===== config.mk =====
export PLATFORM = sky130hd
export DESIGN_NAME = instr_fetch_unit
export DESIGN_NICKNAME = d
export VERILOG_FILES = /design/src/rtl/instr_fetch_unit.sv
export SDC_FILE = /design/constraint.sdc
export NUM_CORES = 1
export LEC_CHECK = 0
export CORE_MARGIN = 1
export CORE_UTILIZATION = 44
export DETAILED_ROUTE_END_ITERATION = 16
export PLACE_DENSITY = 0.82
export SYNTH_ARGS = -nofsm -noshare
export SYNTH_HDL_FRONTEND = slang
export SYNTH_SLANG_ARGS = --single-unit

===== constraint.sdc =====
create_clock -name clk -period 2 [get_ports clk]
set_clock_uncertainty 0.05 [all_clocks]
set_input_delay 0.2 -clock clk [delete_from_list [all_inputs] [get_ports clk]]
set_output_delay 0.2 -clock clk [all_outputs]
set_load 0.03 [all_outputs]

===== src/rtl/instr_fetch_unit.sv =====
// Instruction fetch unit: owns the PC and fetches one 16-bit word per request
// over a req/ack memory handshake, substituting a NOP if memory hangs.
module instr_fetch_unit #(
  parameter logic [15:0] RESET_VECTOR = 16'h0000,
  parameter logic [15:0] NOP_INSTR    = 16'h0000,
  parameter int          MAX_WAIT     = 16
) (
  input  logic        clk,
  input  logic        rst,
  input  logic        fetch_start,
  input  logic        set_pc,
  input  logic [15:0] jump_target,
  output logic        mem_req,
  output logic [15:0] mem_addr,
  input  logic        mem_ack,
  input  logic [15:0] mem_rdata,
  output logic [15:0] instr,
  output logic        instr_valid,
  output logic [15:0] pc,
  output logic        busy,
  output logic        fetch_err
);

  localparam int CW = (MAX_WAIT > 2) ? $clog2(MAX_WAIT) : 1;
  localparam bit TMO_EN = (MAX_WAIT > 0);
  localparam logic [CW-1:0] LAST =
    TMO_EN ? CW'(MAX_WAIT - 1) : '0;

  typedef enum logic {
    IDLE,
    REQ
  } state_t;

  state_t          state, state_d;
  logic            mem_req_d;
  logic [15:0]     mem_addr_d;
  logic [15:0]     instr_d;
  logic            instr_valid_d;
  logic [15:0]     pc_d;
  logic            busy_d;
  logic            fetch_err_d;
  logic [CW-1:0]   wait_cnt, wait_cnt_d;

  always_comb begin
    state_d       = state;
    mem_req_d     = mem_req;
    mem_addr_d    = mem_addr;
    instr_d       = instr;
    instr_valid_d = instr_valid;
    pc_d          = pc;
    busy_d        = busy;
    fetch_err_d   = fetch_err;
    wait_cnt_d    = wait_cnt;
    unique case (state)
      IDLE: begin
        if (fetch_start) begin
          state_d       = REQ;
          mem_addr_d    = pc;
          mem_req_d     = 1'b1;
          busy_d        = 1'b1;
          instr_valid_d = 1'b0;
          fetch_err_d   = 1'b0;
          wait_cnt_d    = '0;
        end
      end
      REQ: begin
        if (mem_ack) begin
          state_d       = IDLE;
          instr_d       = mem_rdata;
          instr_valid_d = 1'b1;
          mem_req_d     = 1'b0;
          busy_d        = 1'b0;
          pc_d          = pc + 16'd1;
        end else if (TMO_EN && wait_cnt == LAST) begin
          state_d       = IDLE;
          instr_d       = NOP_INSTR;
          instr_valid_d = 1'b1;
          fetch_err_d   = 1'b1;
          mem_req_d     = 1'b0;
          busy_d        = 1'b0;
        end else begin
          wait_cnt_d    = wait_cnt + 1'b1;
        end
      end
      default: state_d = IDLE;
    endcase
    // A jump overrides the post-fetch increment but never the live request.
    if (set_pc) pc_d = jump_target;
  end

  always_ff @(posedge clk or posedge rst) begin
    if (rst) begin
      state       <= IDLE;
      mem_req     <= 1'b0;
      mem_addr    <= 16'h0000;
      instr       <= NOP_INSTR;
      instr_valid <= 1'b0;
      pc          <= RESET_VECTOR;
      busy        <= 1'b0;
      fetch_err   <= 1'b0;
      wait_cnt    <= '0;
    end else begin
      state       <= state_d;
      mem_req     <= mem_req_d;
      mem_addr    <= mem_addr_d;
      instr       <= instr_d;
      instr_valid <= instr_valid_d;
      pc          <= pc_d;
      busy        <= busy_d;
      fetch_err   <= fetch_err_d;
      wait_cnt    <= wait_cnt_d;
    end
  end

endmodule


==> results.py <==
metrics = {
    "sta": {
        "worstMarginPinSlew_ns": 0.3892,
        "fin_crit_sh_pct": 90.23,
        "hold_viol": 0,
        "post-route-min-period_ns": 1.805,
        "max_freq_mhz": 554.1,
        "setup_viol": 0,
        "drv_slew": 0,
        "max_slew_margin_pct": 74.05,
        "rsz0062_at_grt": "false",
        "setup_tns_ns": 0,
    },
    "setup_path": {
        "slowest_stage": "clkdlybuf4s50_1",
        "crit_family": "buffers and inverters",
        "cp_num_buf_inv": 1,
        "path_max_fanout": 6,
        "path_class": "reg2out",
        "arrival_ns": 1.55,
        "max_stage_delay_ns": 0.74,
        "worstPathCellList": "clkdlybuf4s50_1",
        "required_ns": 1.75,
        "cp.depth": 1,
        "worstSetupStartpointType": "flip-flop",
        "ff2ff_path_depth": 5,
        "end_kind": "primary output",
    },
    "placement": {
        "portBuffers": 88,
        "hpwlAfterDp_mm": 4.163,
        "place_congestion": 0.8886,
        "dpl_cell_area_um2": 3440,
    },
    "route": {
        "dr.pass1.iters": 4,
        "drcViolationCount": 0,
        "via_count": 2068,
        "route.antenna.remaining_nets": 0,
        "viasPerCell": 5.209,
        "drtIter0Drc": 109,
        "wl_per_cell_um": 14.65,
        "routed_wl_mm": 5.818,
    },
    "synthesis": {
        "syn_area_um2": 2475,
        "synth_top_family_by_area": "simple AND/OR/NAND/NOR gates",
        "avgSynthCellArea_um2": 10.36,
        "synth_xor_area_share_pct": 4.247,
        "synthCells": 239,
        "ys_ff_latch": 56,
        "synthTopCellsByCount": "64 x nand2_1, 56 x dfrtp_1, 16 x a22o_1",
        "synth-adder-area-share_pct": 1.011,
        "synth_largest_area_cell": "dfrtp_1",
        "yosysMostFrequentCell": "nand2_1",
        "synth_edf_count": 0,
        "synth_cell_types": 35,
        "synthTopCellsByArea": "dfrtp_1 57%, nand2_1 9.7%, a22o_1 5.7%, xnor2_1 3.2%, o21ai_0 2.6%",
        "yosysWarnings": 0,
        "synthMuxAreaShare_pct": 1.213,
        "ys.flop_type": "dfrtp_1",
        "synth.yosys.seq_area_share_pct": 56.62,
        "yosys.area_share.simple_pct": 20.88,
        "async_flop_share_pct": 100.0,
        "synth_compound_area_share_pct": 11.98,
        "syn-num-nets": 278,
        "netlist.area_leader.share_pct": 56.62,
    },
    "clock_tree": {
        "numCtsBuffers": 5,
        "clkLatencyLatePin_ns": 0.31,
        "cts.sinks": 56,
        "cts_resized": 0,
        "tritoncts": "done",
        "clk_pin_slew_ns": 0.09,
        "cts_hold_buffers": 0,
        "cts_setup_buffers": 0,
        "clockBufferDepth": 2,
        "htreeDepth": 2,
        "cts-root-buf": "clkbuf_8",
    },
    "floorplan": {
        "start_util_pct": 46.96,
        "fp.dieArea_um2": 5929,
        "die_y_um": 77,
        "die_x_um": 77,
        "core_um2": 5270,
        "ios": 89,
        "num_rows": 26,
    },
    "grt": {
        "grt_pass1_vias": 2042,
        "grt_antenna_before_repair": 0,
        "grt_pass1_wl_mm": 9.873,
        "grt_usage_pct": 21.11,
        "grt_overflow": 0,
        "grt_max_degree": 57,
    },
    "run": {
        "cap_viol_max_count": 0,
    },
    "outcome": {
        "outcome": "finished clean",
    },
    "final_layout": {
        "design_area_um2": 3532,
        "syn_to_final_growth_pct": 42.72,
        "num-fill-cells": 428,
        "finalNetCount": 365,
        "antenna_cells": 0,
        "drive_gt1_share_pct": 7.339,
    },
    "power_and_ir_drop": {
        "ir_drop_mv": 0.4618,
        "leakagePower_nw": 1.514,
        "pwr_density_cell_nw_per_um2": 964.0,
    },
    "hold_path": {
        "hp-class": "in2async",
    },
}
==> report_power, final <==
group	leakage, nW	internal, W	switching, W
clock	0.0510	0.000277	0.000356
combinational	0.771	0.000559	0.000699
sequential	0.693	0.00134	0.000172
total	1.51	0.00218	0.00123
==> layout by cell type, fill, tap and decap left out, types with 4 or more instances in the layout <==
master	netlist	final
a22o_1	16	16
inv_1	7	6
dfrtp_1	56	56
buf_4	2	4
o21ai_1	8	8
nor3_1	4	4
clkbuf_8	0	6
nand2_1	64	64
xnor2_1	9	9
nand3_1	10	10
o21ai_0	13	13
clkdlybuf4s50_1	0	88
==> through the flow <==
stage	total power, W	setup WS [ns]	hold WS [ns]	util [%]	instances
floorplan	0.002228	0.3204	0.2573	-	239
global placement	0.002774	0.2037	0.4063	65.27	389
detailed placement	0.002798	0.1472	0.4117	65.27	389
CTS	0.003432	0.1866	0.2127	67.02	397
global route	0.003574	0.1461	0.2436	67.02	397
finish	0.003405	0.1954	0.1886	67.02	397
==> tightest hold or removal path, stage by stage <==
cell and delay [ns]:
clkdlybuf4s50_1 0.41, inv_2 0.07, buf_12 0.26
==> state kept, by name (all words and copies together) (netlist names) <==
| register | count |
|---|---|
| busy | 1 |
| mem_addr | 16 |
| wait_cnt | 4 |
| pc | 16 |
| instr | 16 |
| fetch_err | 1 |
| instr_valid | 1 |
| state | 1 |
==> cells by family after synthesis <==
family | Yosys count
AOI/OAI and AO/OA | 44
and+or+nand+nor | 101
DFF | 56
muxes | 3
adders and majority gates | 2
buffers and inverters | 21
xor gates and xnor gates | 12
==> metal layers <==
| layer | wire (um) | track usage, % | vias to the layer above |
|---|---|---|---|
| met5 | 0 | 0 | - |
| met4 | 84 | 7.736 | 0 |
| met3 | 405 | 3.571 | 7 |
| met2 | 2655 | 32.95 | 94 |
| met1 | 2672 | 29.57 | 983 |
| li1 | - | - | 984 |
==> final timing paths <==
kind                                     to      startpoint  slack [ns]
max in group asynchronous         fetch_err             rst        1.46
worst min register to register  mem_addr[3]     mem_addr[3]        0.43
worst max register to register  wait_cnt[3]     wait_cnt[0]        0.32
min in group clk                      pc[6]  jump_target[6]        0.38
worst min-delay path              instr[10]             rst        0.19
worst max-delay path                  pc[0]           pc[0]        0.20
==> final cells by class <==
cell class                      instances  area [um^2]  area share (%)
Clock buffer                            6        82.58           2.338
Clock inverter                          2        10.01          0.2834
Inverter                                7        26.28          0.7439
Multi-Input combinational cell        162        973.4           27.56
Sequential cell                        56         1401           39.67
Tap cell                               70        87.58           2.480
Timing Repair Buffer                   94        950.9           26.92
(Power assumes the default switching activity.)
==> patch 1 (same settings) <==
Change the parameter `MAX_WAIT` from 16 to 32.
--- a/src/rtl/instr_fetch_unit.sv
+++ b/src/rtl/instr_fetch_unit.sv
@@ -3,7 +3,7 @@
 module instr_fetch_unit #(
   parameter logic [15:0] RESET_VECTOR = 16'h0000,
   parameter logic [15:0] NOP_INSTR    = 16'h0000,
-  parameter int          MAX_WAIT     = 16
+  parameter int          MAX_WAIT     = 32
 ) (
   input  logic        clk,
   input  logic        rst,
Behaviour: same outputs for any inputs over 10 cycles, from zero or initial values and one cycle with rst high; that may be too few to reach the edited logic, so the function may still have changed.
==> patch 1 against the original RTL <==
Sequential cell count is 1 higher. Global-route usage increased by 0.29 points. Area after synthesis grew 1.5%. Design area increased by 5.6%. Routed wire length grew 0.45%. Total power up 14%. Worst setup slack got worse by 92 ps. Core utilization increased by 0.69 points. Non-clock buffer count increased by 8.
==> patch 1: results (changes against the original RTL) <==
- Metal3 WL: 448 um (+11%)
- Tcrit/Tclk final: 94.8% (+4.6 points)
- H-tree depth: 3 (+1)
- GPL Wtd Cong: 0.800 (-9.9%)
- Placed cell area: 0.00353 sq mm (+2.6%)
- VDD IR-drop max: 0.000546 V (+18%)
- Multi-input logic area: 0.00102 sq mm (+4.4%)
- Non-Filler Instances: 423 (+6.5%)
- CTS Buf Count: 9 (+4)
- Synth top area cells: dfrtp_1 57%, nand2_1 11%, a22o_1 5.6%
- Vias in the first global route: 2115 (+3.6%)
- Largest net degree at the start of global routing: 37 (-35%)
- Rel. slew slack: 70.9% (-3.1 points)
- Number of fill cells: 427 (-0.23%)
- Cell variety after synth: 30 (-14%)
- Synth Area in Compound Gates: 10.7% (-1.3 points)
- Post-synthesis adder-cell area fraction: 1.49% (+0.48 points)
- Syn nets: 288 (+3.6%)
- Worst slack, placed: -39.9 ps (-187 ps)
- Most instantiated cells after synthesis: 75 x nand2_1, 57 x dfrtp_1, 16 x a22o_1, 16 x o21ai_0, 9 x clkbuf_1
- Layout cell share with drive strength beyond 1: 10.5% (+3.2 points)
- Post-DP HPWL: 4.24 mm (+1.8%)
- Post-Synth XOR/XNOR Area: 4.53% (+0.29 points)
- Outcome: finished, final reports clean
- Register area share after synthesis: 56.8% (+0.15 points)
- Met1 Track Usage GR: 27.6% (-2.0 points)
- Tot GR Track Use: 21.4% (+0.29 points)
- M2 GR Usage: 33.5% (+0.50 points)
- Critical path arrival: 2050 ps (+500 ps)
- Reg2reg path depth: 7 (+2)
- First-pass GRT wire length: 9.89 mm (+0.14%)
- Met3 Usage GRT: 6.94% (+3.4 points)
- Initial DRC Count: 89 (-18%)
- Worst setup path endpoint: wait_cnt[3]$_DFFE_PP0P_
- Worst Setup SP: wait_cnt[0]$_DFFE_PP0P_
- DR WL/cell: 13.8 um (-5.7%)
- Critical path's slowest cell: dfrtp_1
- Vias per inst: 5.11 (-2.0%)
- Net Sw Frac: 33.6% (-2.5 points)
- Worst hold slack: 189 ps (+0.645 ps)
- M1 wire length: 2.59 mm (-3.0%)
- CP max stage delay: 400 ps (-340 ps)
- Leakage: 1.66 nW (+9.3%)
- Synthesized instance count: 248 (+3.8%)
- Crit path max-delay family: simple AND/OR/NAND/NOR gates
- Fin nets: 387 (+6.0%)
- Crit path max fanout: 5 (-1)
- Placed cells: 408 (+4.9%)
==> patch 1: power groups by stage <==
stage	Combinational (mW)	Clock [mW]	Sequential, mW
3_5_place_dp	1.32	0	1.55
4_1_cts	1.33	1.07	1.53
5_1_grt	1.41	1.12	1.57
3_3_place_gp	1.30	0	1.55
2_1_floorplan	0.334	0	1.93
6_report	1.32	1.04	1.53
==> patch 1: worst register-to-register path, cell delays in order, from the launching register on <==
cell and delay (ps):
dfrtp_1 400, ha_1 220, and3_1 180, ha_1 230
nor3b_2 330, nand4_1 160, xor2_1 160, nor2_1 60
==> patch 1: repair_timing <==
action	in CTS	in global routing
hold buffers	0	0
gates resized for setup	1	0
endpoints found under the setup margin	1	0
==> patch 1: area by class of cell <==
| cell class | count | share of cell area [%] |
|---|---|---|
| sequential | 57 | 38.3 |
| multi-input combinational | 173 | 27.2 |
| timing repair buffer | 102 | 26.4 |
| clock buffer | 12 | 4.16 |
| tap | 72 | 2.42 |
| clock inverter | 3 | 1.07 |
| inverter | 4 | 0.403 |
==> patch 2 (config.mk and constraints unchanged) <==
Without the edit above. Take the reset off `mem_addr` and load it in a clocked block of its own.
--- a/src/rtl/instr_fetch_unit.sv
+++ b/src/rtl/instr_fetch_unit.sv
@@ -92,7 +92,6 @@
     if (rst) begin
       state       <= IDLE;
       mem_req     <= 1'b0;
-      mem_addr    <= 16'h0000;
       instr       <= NOP_INSTR;
       instr_valid <= 1'b0;
       pc          <= RESET_VECTOR;
@@ -102,7 +101,6 @@
     end else begin
       state       <= state_d;
       mem_req     <= mem_req_d;
-      mem_addr    <= mem_addr_d;
       instr       <= instr_d;
       instr_valid <= instr_valid_d;
       pc          <= pc_d;
@@ -112,5 +110,9 @@
     end
   end
 
+  always_ff @(posedge clk) begin
+    mem_addr <= mem_addr_d;
+  end
+
 endmodule
 
Behaviour: differs if rst is asserted again (counterexample within 4 cycles, from zero or initial values and one cycle with rst high); with rst held inactive, the same outputs for 10 cycles.
==> patch 2 against the original RTL <==
Worst setup slack improved by 13 ps. Area after synthesis fell by 5.3%. Total power fell by 6.7%. Sequential share of layout area rose by 3.3 points. Sequential cell count did not move. Routed wire length fell by 13%. Design area fell by 2.4%. Highest routed layer unchanged.
==> patch 2: results (changes against the original RTL) <==
- Outcome: finished, final reports clean
- Post-Route WL: 5.06 mm (-13%)
- Cell variety after synth: 32 (-8.6%)
- Leakage: 1.41 nW (-6.9%)
- Max Clk Rate: 0.558 GHz (+0.71%)
- M1 wire length: 2.14 mm (-20%)
- Metal3 WL: 302 um (-25%)
- Vias per inst: 5.01 (-3.8%)
- Post-DP HPWL: 3.79 mm (-8.9%)
- Postcts setup bufs: 0 (unchanged)
- Fin nets: 328 (-10%)
- HP Class: input port to async pin
- Count of port buffers added during placement: 88 (unchanged)
- Top flop regs: instr: 16 flops, mem_addr: 16 flops, pc: 16 flops
- Wire length on met2: 2.50 mm (-5.8%)
- Vias in the first global route: 1689 (-17%)
- VDD IR-drop max: 0.000628 V (+36%)
- Clock buffer depth: 2 (unchanged)
- Clock latency on the worst-skew pair: 300 ps
- GPL Wtd Cong: 0.758 (-15%)
- CP max stage delay: 730 ps
- Layout cell share with drive strength beyond 1: 7.24% (-0.098 points)
- Antenna Cells: 0 (unchanged)
- Critical path arrival: 1540 ps
- Crit path max fanout: 8 (+2)
- CTS Buf Count: 5 (unchanged)
- Initial DRT Pass Iterations: 4 (unchanged)
- Crit path max-delay family: buffers and inverters
- Ys async rst share: 71.4% (-29 points)
- Reg2reg path depth: 5 (unchanged)
- Critical path's slowest cell: clkdlybuf4s50_1
- Rel. slew slack: 67.4% (-6.7 points)
- Most instantiated cells after synthesis: 40 x dfrtp_1, 27 x nand2_1, 16 x a22o_1, 16 x edfxtp_1, 14 x o21ai_0
- Top sig layer: met4
- Tot GR Track Use: 19.4% (-1.7 points)
- R2R Setup Slk: 340 ps (+20 ps)
- First-pass GRT wire length: 7.89 mm (-20%)
- Post-synth EDFFs: 16 (+16)
- Worst r2r dst: pc[12]$_DFFE_PP0P_
- CTS root buf: clkbuf_8
- Worst-path clk slew: 90 ps (about the same)
- Register area share after synthesis: 63.2% (+6.6 points)
- YS warnings: 0 (unchanged)
- Synth top area cells: dfrtp_1 43%, edfxtp_1 21%, a22o_1 6.0%
- Worst setup path endpoint: pc[2]
- Worst slack, placed: 122 ps (-25.4 ps)
- Initial DRC Count: 99 (-9.2%)
- Worst Setup SP: pc[2]$_DFFE_PP0P_
- Worst R2R Start: pc[1]$_DFFE_PP0P_
- Syn nets: 232 (-17%)
- Largest net degree at the start of global routing: 41 (-28%)
- # resized after CTS: 0 (unchanged)
- H-tree depth: 2 (unchanged)
==> patch 2: cell count changes in the layout (fill, tap and decap cells not counted), moves of 3 or more <==
cell / change
nand3_1: -4
nand4_1: +4
edfxtp_1: +16
xor2_1: +3
o21ai_1: -3
nand2_1: -37
buf_4: +5
xnor2_1: -3
dfrtp_1: -16
nor3_1: -4
==> patch 2: area by class of cell <==
type                            count  area, sq um
Tap cell                           70         87.6
Clock buffer                        5         68.8
Timing Repair Buffer               97          948
Sequential cell                    56         1480
Inverter                            7         26.3
Fill cell                         408         1660
Multi-Input combinational cell    122          797
Clock inverter                      3         37.5
==> patch 2: cell families after synthesis <==
logic type,after synthesis,share of synthesized area (%)
compound gates,40,11.4
xor+xnor,12,4.48
fa+ha+maj,2,1.07
buf+inv,15,2.78
flops,56,63.2
mux,4,1.71
simple gates,64,15.3
==> patch 2: stage by stage <==
step                      hold WS [ps]  area, sq um  utilization, %  std cells
after floorplan                    257         2340               -        193
after global placement             424         3340            65.4        352
after detailed placement           434         3340            65.4        352
after CTS                          267         3450            67.5        360
after global routing               361         3450            67.5        360
final                              260         3450            67.5        360
==> patch 2: worst min path at each step <==
stage / endpoint / slack (ps) / depth (start not counted)
CTS: wait_cnt[3]$_DFFE_PP0P_ / 270 / 3
detailed placement: mem_addr[15]$_DFFE_PP_ / 430 / 0
global placement: mem_addr[15]$_DFFE_PP_ / 420 / 0
finish: wait_cnt[3]$_DFFE_PP0P_ / 260 / 3
floorplan: fetch_err$_DFFE_PP0P_ / 260 / 1
global route: wait_cnt[1]$_DFFE_PP0P_ / 360 / 3
==> patch 2: where the power goes <==
| group | internal, mW | total [mW] | switching [mW] |
|---|---|---|---|
| sequential | 1.36 | 1.50 | 0.141 |
| combinational | 0.446 | 0.979 | 0.534 |
| clock | 0.365 | 0.701 | 0.336 |
==> patch 2: metal layers <==
metal,vias to the layer above,global-route usage (%)
met1,848,23.9
met5,-,0
li1,885,-
met4,0,8.81
met2,64,33.1
met3,7,3.88
